==> src/rtl/cpu_types_pkg.sv <==
// Shared CPU types: register index, hazard sequencer state and drain depth.
`default_nettype none

package cpu_types_pkg;

  typedef logic [4:0] regbits_t;

  typedef enum logic [1:0] {
    RUN    = 2'd0,
    DRAIN  = 2'd1,
    HALTED = 2'd2
  } hzd_state_t;

  // Halt sits in ID when DRAIN starts; it must advance through EX, MEM and into WB.
  localparam int DRAIN_STAGES = 3;
  localparam int DRAIN_CNT_W  = 2;

endpackage

`default_nettype wire

==> src/rtl/sat_counter.sv <==
// Saturating up-counter: holds at all-ones instead of wrapping.
`default_nettype none

module sat_counter #(
  parameter int W = 16
) (
  input  logic         CLK,
  input  logic         nRST,
  input  logic         inc,
  output logic [W-1:0] count
);

  localparam logic [W-1:0] C_MAX = {W{1'b1}};
  localparam logic [W-1:0] C_ONE = {{(W-1){1'b0}}, 1'b1};

  logic [W-1:0] count_q, count_d;

  always_comb begin
    count_d = count_q;
    if (inc && (count_q != C_MAX)) begin
      count_d = count_q + C_ONE;
    end
  end

  always_ff @(posedge CLK or negedge nRST) begin
    if (!nRST) begin
      count_q <= '0;
    end else begin
      count_q <= count_d;
    end
  end

  assign count = count_q;

endmodule

`default_nettype wire

==> src/rtl/hazard_ctrl.sv <==
// Pipeline sequencer for the 5-stage core: load-use stalls, cache-miss freeze,
// taken-branch flush and halt drain, with saturating stall/flush counters.
`default_nettype none

module hazard_ctrl
  import cpu_types_pkg::*;
#(
  parameter int CNT_W = 16
) (
  input  logic             CLK,
  input  logic             nRST,
  input  logic             ihit,
  input  logic             dhit,
  input  regbits_t         id_rs,
  input  regbits_t         id_rt,
  input  logic             id_halt,
  input  regbits_t         ex_writeReg,
  input  logic             ex_regWEN,
  input  logic             ex_dmemREN,
  input  logic             mem_dmemREN,
  input  logic             mem_dmemWEN,
  input  logic             branch_taken,
  output logic             pc_en,
  output logic             ifid_en,
  output logic             idex_en,
  output logic             exmem_en,
  output logic             memwb_en,
  output logic             ifid_flush,
  output logic             idex_flush,
  output logic             halt,
  output logic [CNT_W-1:0] stall_cnt,
  output logic [CNT_W-1:0] flush_cnt
);

  localparam logic [DRAIN_CNT_W-1:0] C_DRAIN_LAST = DRAIN_CNT_W'(DRAIN_STAGES - 1);
  localparam logic [DRAIN_CNT_W-1:0] C_DRAIN_ONE  = DRAIN_CNT_W'(1);

  hzd_state_t             state_q, state_d;
  logic [DRAIN_CNT_W-1:0] drain_cnt_q, drain_cnt_d;

  logic memwait, lduse, adv;
  logic pc_en_w, ifid_en_w, idex_en_w, exmem_en_w, memwb_en_w;
  logic ifid_flush_w, idex_flush_w, halt_w;
  logic stall_inc, flush_inc;

  assign memwait = (mem_dmemREN | mem_dmemWEN) & ~dhit;
  assign lduse   = ex_dmemREN & ex_regWEN & (ex_writeReg != '0) &
                   ((ex_writeReg == id_rs) | (ex_writeReg == id_rt));
  assign adv     = ~memwait;

  always_comb begin
    pc_en_w      = 1'b0;
    ifid_en_w    = 1'b0;
    idex_en_w    = 1'b0;
    exmem_en_w   = 1'b0;
    memwb_en_w   = 1'b0;
    ifid_flush_w = 1'b0;
    idex_flush_w = 1'b0;
    halt_w       = 1'b0;
    case (state_q)
      HALTED: begin
        halt_w = 1'b1;
      end
      DRAIN: begin
        // Nothing younger than the halt may enter: fetch stays shut, ID gets bubbles.
        ifid_flush_w = 1'b1;
        if (!memwait) begin
          ifid_en_w  = 1'b1;
          idex_en_w  = 1'b1;
          exmem_en_w = 1'b1;
          memwb_en_w = 1'b1;
        end
      end
      default: begin
        if (memwait) begin
          pc_en_w = 1'b0;
        end else if (branch_taken) begin
          pc_en_w      = 1'b1;
          ifid_en_w    = 1'b1;
          idex_en_w    = 1'b1;
          exmem_en_w   = 1'b1;
          memwb_en_w   = 1'b1;
          ifid_flush_w = 1'b1;
          idex_flush_w = 1'b1;
        end else if (lduse || !ihit) begin
          idex_en_w    = 1'b1;
          exmem_en_w   = 1'b1;
          memwb_en_w   = 1'b1;
          idex_flush_w = 1'b1;
        end else begin
          pc_en_w    = 1'b1;
          ifid_en_w  = 1'b1;
          idex_en_w  = 1'b1;
          exmem_en_w = 1'b1;
          memwb_en_w = 1'b1;
        end
      end
    endcase
  end

  always_comb begin
    state_d     = state_q;
    drain_cnt_d = drain_cnt_q;
    case (state_q)
      RUN: begin
        if (id_halt && ihit && adv && !branch_taken && !lduse) begin
          state_d     = DRAIN;
          drain_cnt_d = '0;
        end
      end
      DRAIN: begin
        if (adv) begin
          drain_cnt_d = drain_cnt_q + C_DRAIN_ONE;
          if (drain_cnt_q == C_DRAIN_LAST) begin
            state_d = HALTED;
          end
        end
      end
      default: begin
        state_d = HALTED;
      end
    endcase
  end

  always_ff @(posedge CLK or negedge nRST) begin
    if (!nRST) begin
      state_q     <= RUN;
      drain_cnt_q <= '0;
    end else begin
      state_q     <= state_d;
      drain_cnt_q <= drain_cnt_d;
    end
  end

  assign stall_inc = (state_q != HALTED) & ~pc_en_w;
  assign flush_inc = (state_q == RUN) & ~memwait & branch_taken;

  sat_counter #(.W(CNT_W)) u_stall_cnt (
    .CLK   (CLK),
    .nRST  (nRST),
    .inc   (stall_inc),
    .count (stall_cnt)
  );

  sat_counter #(.W(CNT_W)) u_flush_cnt (
    .CLK   (CLK),
    .nRST  (nRST),
    .inc   (flush_inc),
    .count (flush_cnt)
  );

  // Reset forces every control output low, independent of the decoded state.
  assign pc_en      = pc_en_w      & nRST;
  assign ifid_en    = ifid_en_w    & nRST;
  assign idex_en    = idex_en_w    & nRST;
  assign exmem_en   = exmem_en_w   & nRST;
  assign memwb_en   = memwb_en_w   & nRST;
  assign ifid_flush = ifid_flush_w & nRST;
  assign idex_flush = idex_flush_w & nRST;
  assign halt       = halt_w       & nRST;

endmodule

`default_nettype wire
==> config.mk <==
export PLATFORM = sky130hd
export DESIGN_NAME = hazard_ctrl
export DESIGN_NICKNAME = d
export VERILOG_FILES = /design/src/rtl/cpu_types_pkg.sv /design/src/rtl/sat_counter.sv /design/src/rtl/hazard_ctrl.sv
export SDC_FILE = /design/constraint.sdc
export NUM_CORES = 1
export LEC_CHECK = 0
export ABC_AREA = 1
export CAP_MARGIN = 30
export CORE_ASPECT_RATIO = 1.1
export CORE_UTILIZATION = 55
export CTS_CLUSTER_DIAMETER = 40
export DETAILED_ROUTE_END_ITERATION = 16
export DONT_BUFFER_PORTS = 1
export PLACE_DENSITY = 0.66
export SYNTH_ARGS = -nofsm -noshare
export SYNTH_HDL_FRONTEND = slang
export SYNTH_SLANG_ARGS = --single-unit
==> constraint.sdc <==
create_clock -name CLK -period 2 [get_ports CLK]
set_input_delay 0.2 -clock CLK [delete_from_list [all_inputs] [get_ports CLK]]
set_output_delay 0.2 -clock CLK [all_outputs]
set_load 0.02 [all_outputs]
## Word-level counts from Yosys, hierarchy flattened

Cells that the tools add are included.

| storage, ports and cells | value |
|---|---|
| register bits | 36 |
| input bits | 25 |
| output and inout bits | 40 |
| logic and storage cells | 74 |

| operators by class | value |
|---|---|
| add/subtract/negate cells | 3 |
| equal/unequal tests | 11 |
| muxes and demuxes | 22 |
| bitwise gates (word level) | 18 |
| reduce and logical (&&, ||, !) cells | 16 |

Operators with widths:

| cell | count |
|---|---|
| $add 16x1->16 const B | 2 |
| $ne 16x16->1 const B | 2 |
| $and 1x1->1 | 13 |
| $mux 1 | 13 |
| $eq 5x5->1 | 2 |
| $mux 2 | 5 |
| $ne 2x2->1 const B | 4 |
| $pmux 2 s2 | 2 |
| $logic_and 1x1->1 | 6 |
| $reduce_and 3->1 | 2 |
| $reduce_bool 5->1 | 1 |
| $eq 2x2->1 const B | 2 |
| $pmux 1 s2 | 2 |
| $logic_not 1->1 | 3 |
| $not 1->1 | 3 |
| $add 2x1->2 const B | 1 |
| $eq 2x1->1 const B | 1 |
| $logic_not 2->1 | 1 |
| $or 1x1->1 | 2 |
| $reduce_bool 2->1 | 1 |
| $reduce_or 2->1 | 1 |
| $logic_or 1x1->1 | 1 |

## Logic depth before layout (Yosys ltp)

| depth | value |
|---|---|
| depth after elaboration | 11 |
| mapped depth | 14 |
| gate-level depth less buffers | 13 |

## Modules after synthesis

Synthesis repeated with hierarchy kept, for this count alone.

| second synthesis, totals | value |
|---|---|
| cells, all modules | 405 |
| area total of the unflattened synthesis | 2705.1 sq um |

By module, submodules not included:

| module | times used | cells an instance | area an instance (sq um) | sequential area each (sq um) |
|---|---|---|---|---|
| sat_counter at u_flush_cnt | 1 | 149 | 1058.5 | 400.4 |
| sat_counter at u_stall_cnt | 1 | 142 | 1038.5 | 400.4 |
| hazard_ctrl | 1 | 114 | 608.1 | 100.1 |

## Worst setup path after synthesis

OpenSTA, ideal clock, no wires.

| timing | value |
|---|---|
| path kind | flip-flop to output port |
| from | reg state_q[0] |
| to | out pc_en |
| arrival time | 1.585 ns |
| required time | 1.800 ns |
| path slack | 0.215 ns |
| stages on the path, launching flop included | 7 |
| path buffers | 1 |
| cell sequence | dfrtp_1 -> inv_1 -> ha_1 -> nor2_1 -> nand2_8 -> buf_6 -> nor2_1 |

| between the ends | value |
|---|---|
| cells in the longest elaborated chain, start to end | 4 |
| elaborated cells between the ends (all ways) | 5 |
| classes of those cells | eq/ne: 2; mux: 1; bitwise: 1; reduce/logical: 1 |

RTL lines:

| item | line | text |
|---|---|---|
| start, declared | hazard_ctrl.sv:38 | `hzd_state_t state_q, state_d;` |
| start signal, assigned | hazard_ctrl.sv:130 | `state_q <= state_d;` |
| $eq 2x1->1 / $eq 2x2->1 (equally long branches) | hazard_ctrl.sv:60 | `case (state_q)` |
| $reduce_or 2->1 (no line) * | -- |  |
| $mux 1 * | hazard_ctrl.sv:60 |  |
| $and 1x1->1 * | hazard_ctrl.sv:153 | `assign pc_en = pc_en_w & nRST;` |
| end, declared | hazard_ctrl.sv:23 | `output logic pc_en,` |

Mark *: on every way between the ends. The rest lies on a longest branch, timed or not.

## Worst setup path after layout

Ends and elaborated chain as after synthesis.

==> summary.md <==
| Metric | Value |
|---|---|
| Outcome | `finished clean` |
| Largest stage delay on the critical path | `0.37 ns` |
| Final net count | `387` |
| Clock buffer depth | `2` |
| Fmax achieved | `528.8 MHz` |
| Critical-path top delay cell | `dfrtp_1` |
| Commonest non-fill, non-tap cell in the layout | `nand2_1` |
| Final worst slack | `0.1091 ns` |
| Post-Route Setup TNS | `0 ns` |
| DR DRC count | `0` |
| Sequential area share after synthesis | `0.3622` |
| Fill cells | `391` |
| Hold path cells | `4` |
| Core box area | `0.004317 mm2` |
| First-pass iteration count of the detailed router | `4` |
| DP Worst Slack | `0.2033 ns` |
| Dominant cells by area after synthesis | `dfrtp_1 36%, nand2_1 14%, inv_1 8.0%` |
| Type of origin of the critical path | `flip-flop` |
| Die Wd | `66.12 um` |
| Syn Inst Count | `335` |
| Area leader, netlist | `dfrtp_1` |
| Vias in the first global route | `2134` |
| Worst-Margin Slew | `0.4467 ns` |
| Clk Tree Root Cell | `clkbuf_8` |
| CP Class | `flip-flop to output pin` |
| Die Height | `72.53 um` |
| Share of post-route cells with drive strength above 1 | `0.1513` |
| Top cell type's share of synthesized area | `0.3622` |
| Post-Syn Area | `0.002487 mm2` |
| YS warnings | `0` |
| Gr ovfl total | `0` |
| Vias | `2149` |
| Critical path endpoint category | `output pin` |
| Largest net degree at the start of global routing | `37` |
| Worst vdd ir | `0.0002970 V` |
| Hold Violations, Final | `0` |
| RSZ-0062 raised after global routing | `true` |
| Fin crit period | `1.891 ns` |
| Final period utilization | `0.9455` |
| Crit path cell chain | `inv_1 > ha_1 > nor2_4 > nand2_8 > nor2_1 > buf_4` |
| Number of DRC markers in iteration 0 | `98` |
| Max Slew Vio Count | `0` |
| Final Total Pwr | `0.001332 W` |
| HPWL Detailed | `3780 um` |
| Skew final | `0.01001 ns` |
| TritonCTS buffer count | `5` |
| Synthesized flop and latch total | `36` |
| LEAKAGE | `1.478 nW` |
| Initial core utilization | `0.5762` |
| Gr usage total | `0.2376` |
| Antenna cells | `0` |
| Yosys cell types | `37` |
| PortBufs | `0` |
| Row count | `25` |
| Total die area | `0.004796 mm2` |
| Average vias per placed instance | `5.229` |
| Slew margin rel. | `0.7011` |
| Worst path arrival time | `1.69 ns` |
| First-pass GRT wire length | `8804 um` |
| Pwr dens | `480.9 mW/mm2` |
| Setup violators final | `0` |
| Hold Path Class | `input port to flip-flop` |
| TritonCTS sink count | `36` |
| Critical Path Fanout Max | `25` |
| Total wire length | `5079 um` |
| Syn Nets | `366` |
| WP data required | `1.80 ns` |
| Avg Inst Size Synth | `7.425 um2` |
| Most frequent cells in the layout | `90 x nand2_1, 53 x inv_1, 36 x dfrtp_1, 27 x nor2_1, 23 x nand3_1` |
| Max Cap Viol | `0` |
| Antenna violations before repair | `0` |
| Reg clk slew, reported paths | `0.06 ns` |
| Worst skew pair latency | `0.29 ns` |
| Routability cong. | `0.8338` |
| Area Growth Syn to Fin | `11.32%` |
| CTS tree | `done` |
| R2R depth | `11` |
| Number of H-tree levels | `2` |
| Routed length per instance | `12.36 um` |
| Post-route ant nets | `0` |
| I/O pins | `65` |
## cell type report
cell class | instances | area, um2 | share of cell area
inverters | 60 | 229.0 | 0.08269
flip-flops and latches | 36 | 900.9 | 0.3253
clock buffers | 8 | 90.09 | 0.03253
multi-input cells | 233 | 1316 | 0.4754
well taps | 54 | 67.56 | 0.02440
repair buffers | 20 | 165.2 | 0.05965
## critical path, delay by kind of cell, from the launching register on
kind	cells	cell delay (ns)
buffers and inverters	2	0.22
adders and majority gates	1	0.36
and+or+nand+nor	3	0.46
DFF	1	0.37
## routing by layer
metal,part of all wire,vias to the layer above,global-route usage,routed length [um]
li1,-,1097,-,-
met2,0.51,56,0.4297,2580
met4,0.016,0,0.08511,82
met1,0.42,988,0.2627,2155
met5,0,-,0,0
met3,0.051,8,0.06604,261
## registers in the layout, indices dropped and copies added (netlist names)
signal,count
drain_cnt_q,2
state_q,2
u_flush_cnt.count,16
u_stall_cnt.count,16
## final timing paths
| kind | end | startpoint | slack [ns] |
|---|---|---|---|
| min in group asynchronous | u_stall_cnt.count[12]$_DFFE_PN0P_ | nRST | 0.39 |
| max reg2reg | u_flush_cnt.count[15]$_DFFE_PN0P_ | u_flush_cnt.count[0]$_DFFE_PN0P_ | 0.28 |
| max in group asynchronous | state_q[0]$_DFFE_PN0P_ | nRST | 1.43 |
| min | state_q[1]$_DFFE_PN0P_ | branch_taken | 0.26 |
| max | pc_en | state_q[0]$_DFFE_PN0P_ | 0.11 |
| min reg2reg | drain_cnt_q[1]$_DFFE_PN0P_ | drain_cnt_q[1]$_DFFE_PN0P_ | 0.50 |
## report_power, final
part / total (W) / internal (W) / switching (W)
Combinational: 0.0000674 / 0.0000247 / 0.0000427
Clock: 0.000536 / 0.000281 / 0.000256
Sequential: 0.000728 / 0.000728 / 0
Total: 0.00133 / 0.00103 / 0.000298
## synth_stat cells
library cell  instances
nor2_2                2
nand3_4               2
dfrtp_1              36
nor4_1                1
inv_4                 1
buf_2                 1
nand2_2               3
a21boi_0              1
clkinv_2              1
ha_1                  6
nor2_4                1
a21oi_1               2
inv_1                53
clkbuf_4              1
nand2_1              90
nor3_4                1
or2_2                 1
inv_2                 4
buf_8                 1
o21ai_0               6
buf_6                 1
nor3_2                2
clkinv_1              1
nor2_1               28
nand2_8               1
o211ai_1              2
nand3_2               5
nand2_4               2
nand4_1              19
xnor2_1               5
nand3_1              23
nand4_2               1
nor3_1               10
a22oi_1               1
buf_4                 2
o21bai_1              1
xor2_1               17
## cells by family (layout without fill, tap and decap cells)
logic type / Yosys count / in the layout / share of synthesized area
flip-flops: 36 / 36 / 0.3622
buffers and inverters: 66 / 88 / 0.1137
AND/OR/NAND/NOR: 192 / 192 / 0.3853
adder cells (fa/ha/maj): 6 / 6 / 0.03018
AO/OA/AOI/OAI: 13 / 13 / 0.03119
XOR/XNOR: 22 / 22 / 0.07746
## metrics by stage
stage,utilization,instance area [um2],std cells,hold WS [ns]
floorplan,-,2487,335,-0.09559
finish,0.6414,2769,411,0.2571
global route,0.6414,2769,411,0.3016
CTS,0.6403,2764,411,0.2519
detailed placement,0.6119,2641,401,-0.09425
global placement,0.6119,2641,401,-0.09400
## what timing repair did
item                                    in CTS  in global routing
hold endpoints to repair                    36                  0
resized for setup                            1                  1
cloned                                       0                  0
endpoints found under the setup margin       1                  2
hold buffers                                 2                  0
pin swaps                                    0                  0
setup buffers                                0                  0
Power figures use the tool's default switching activity.
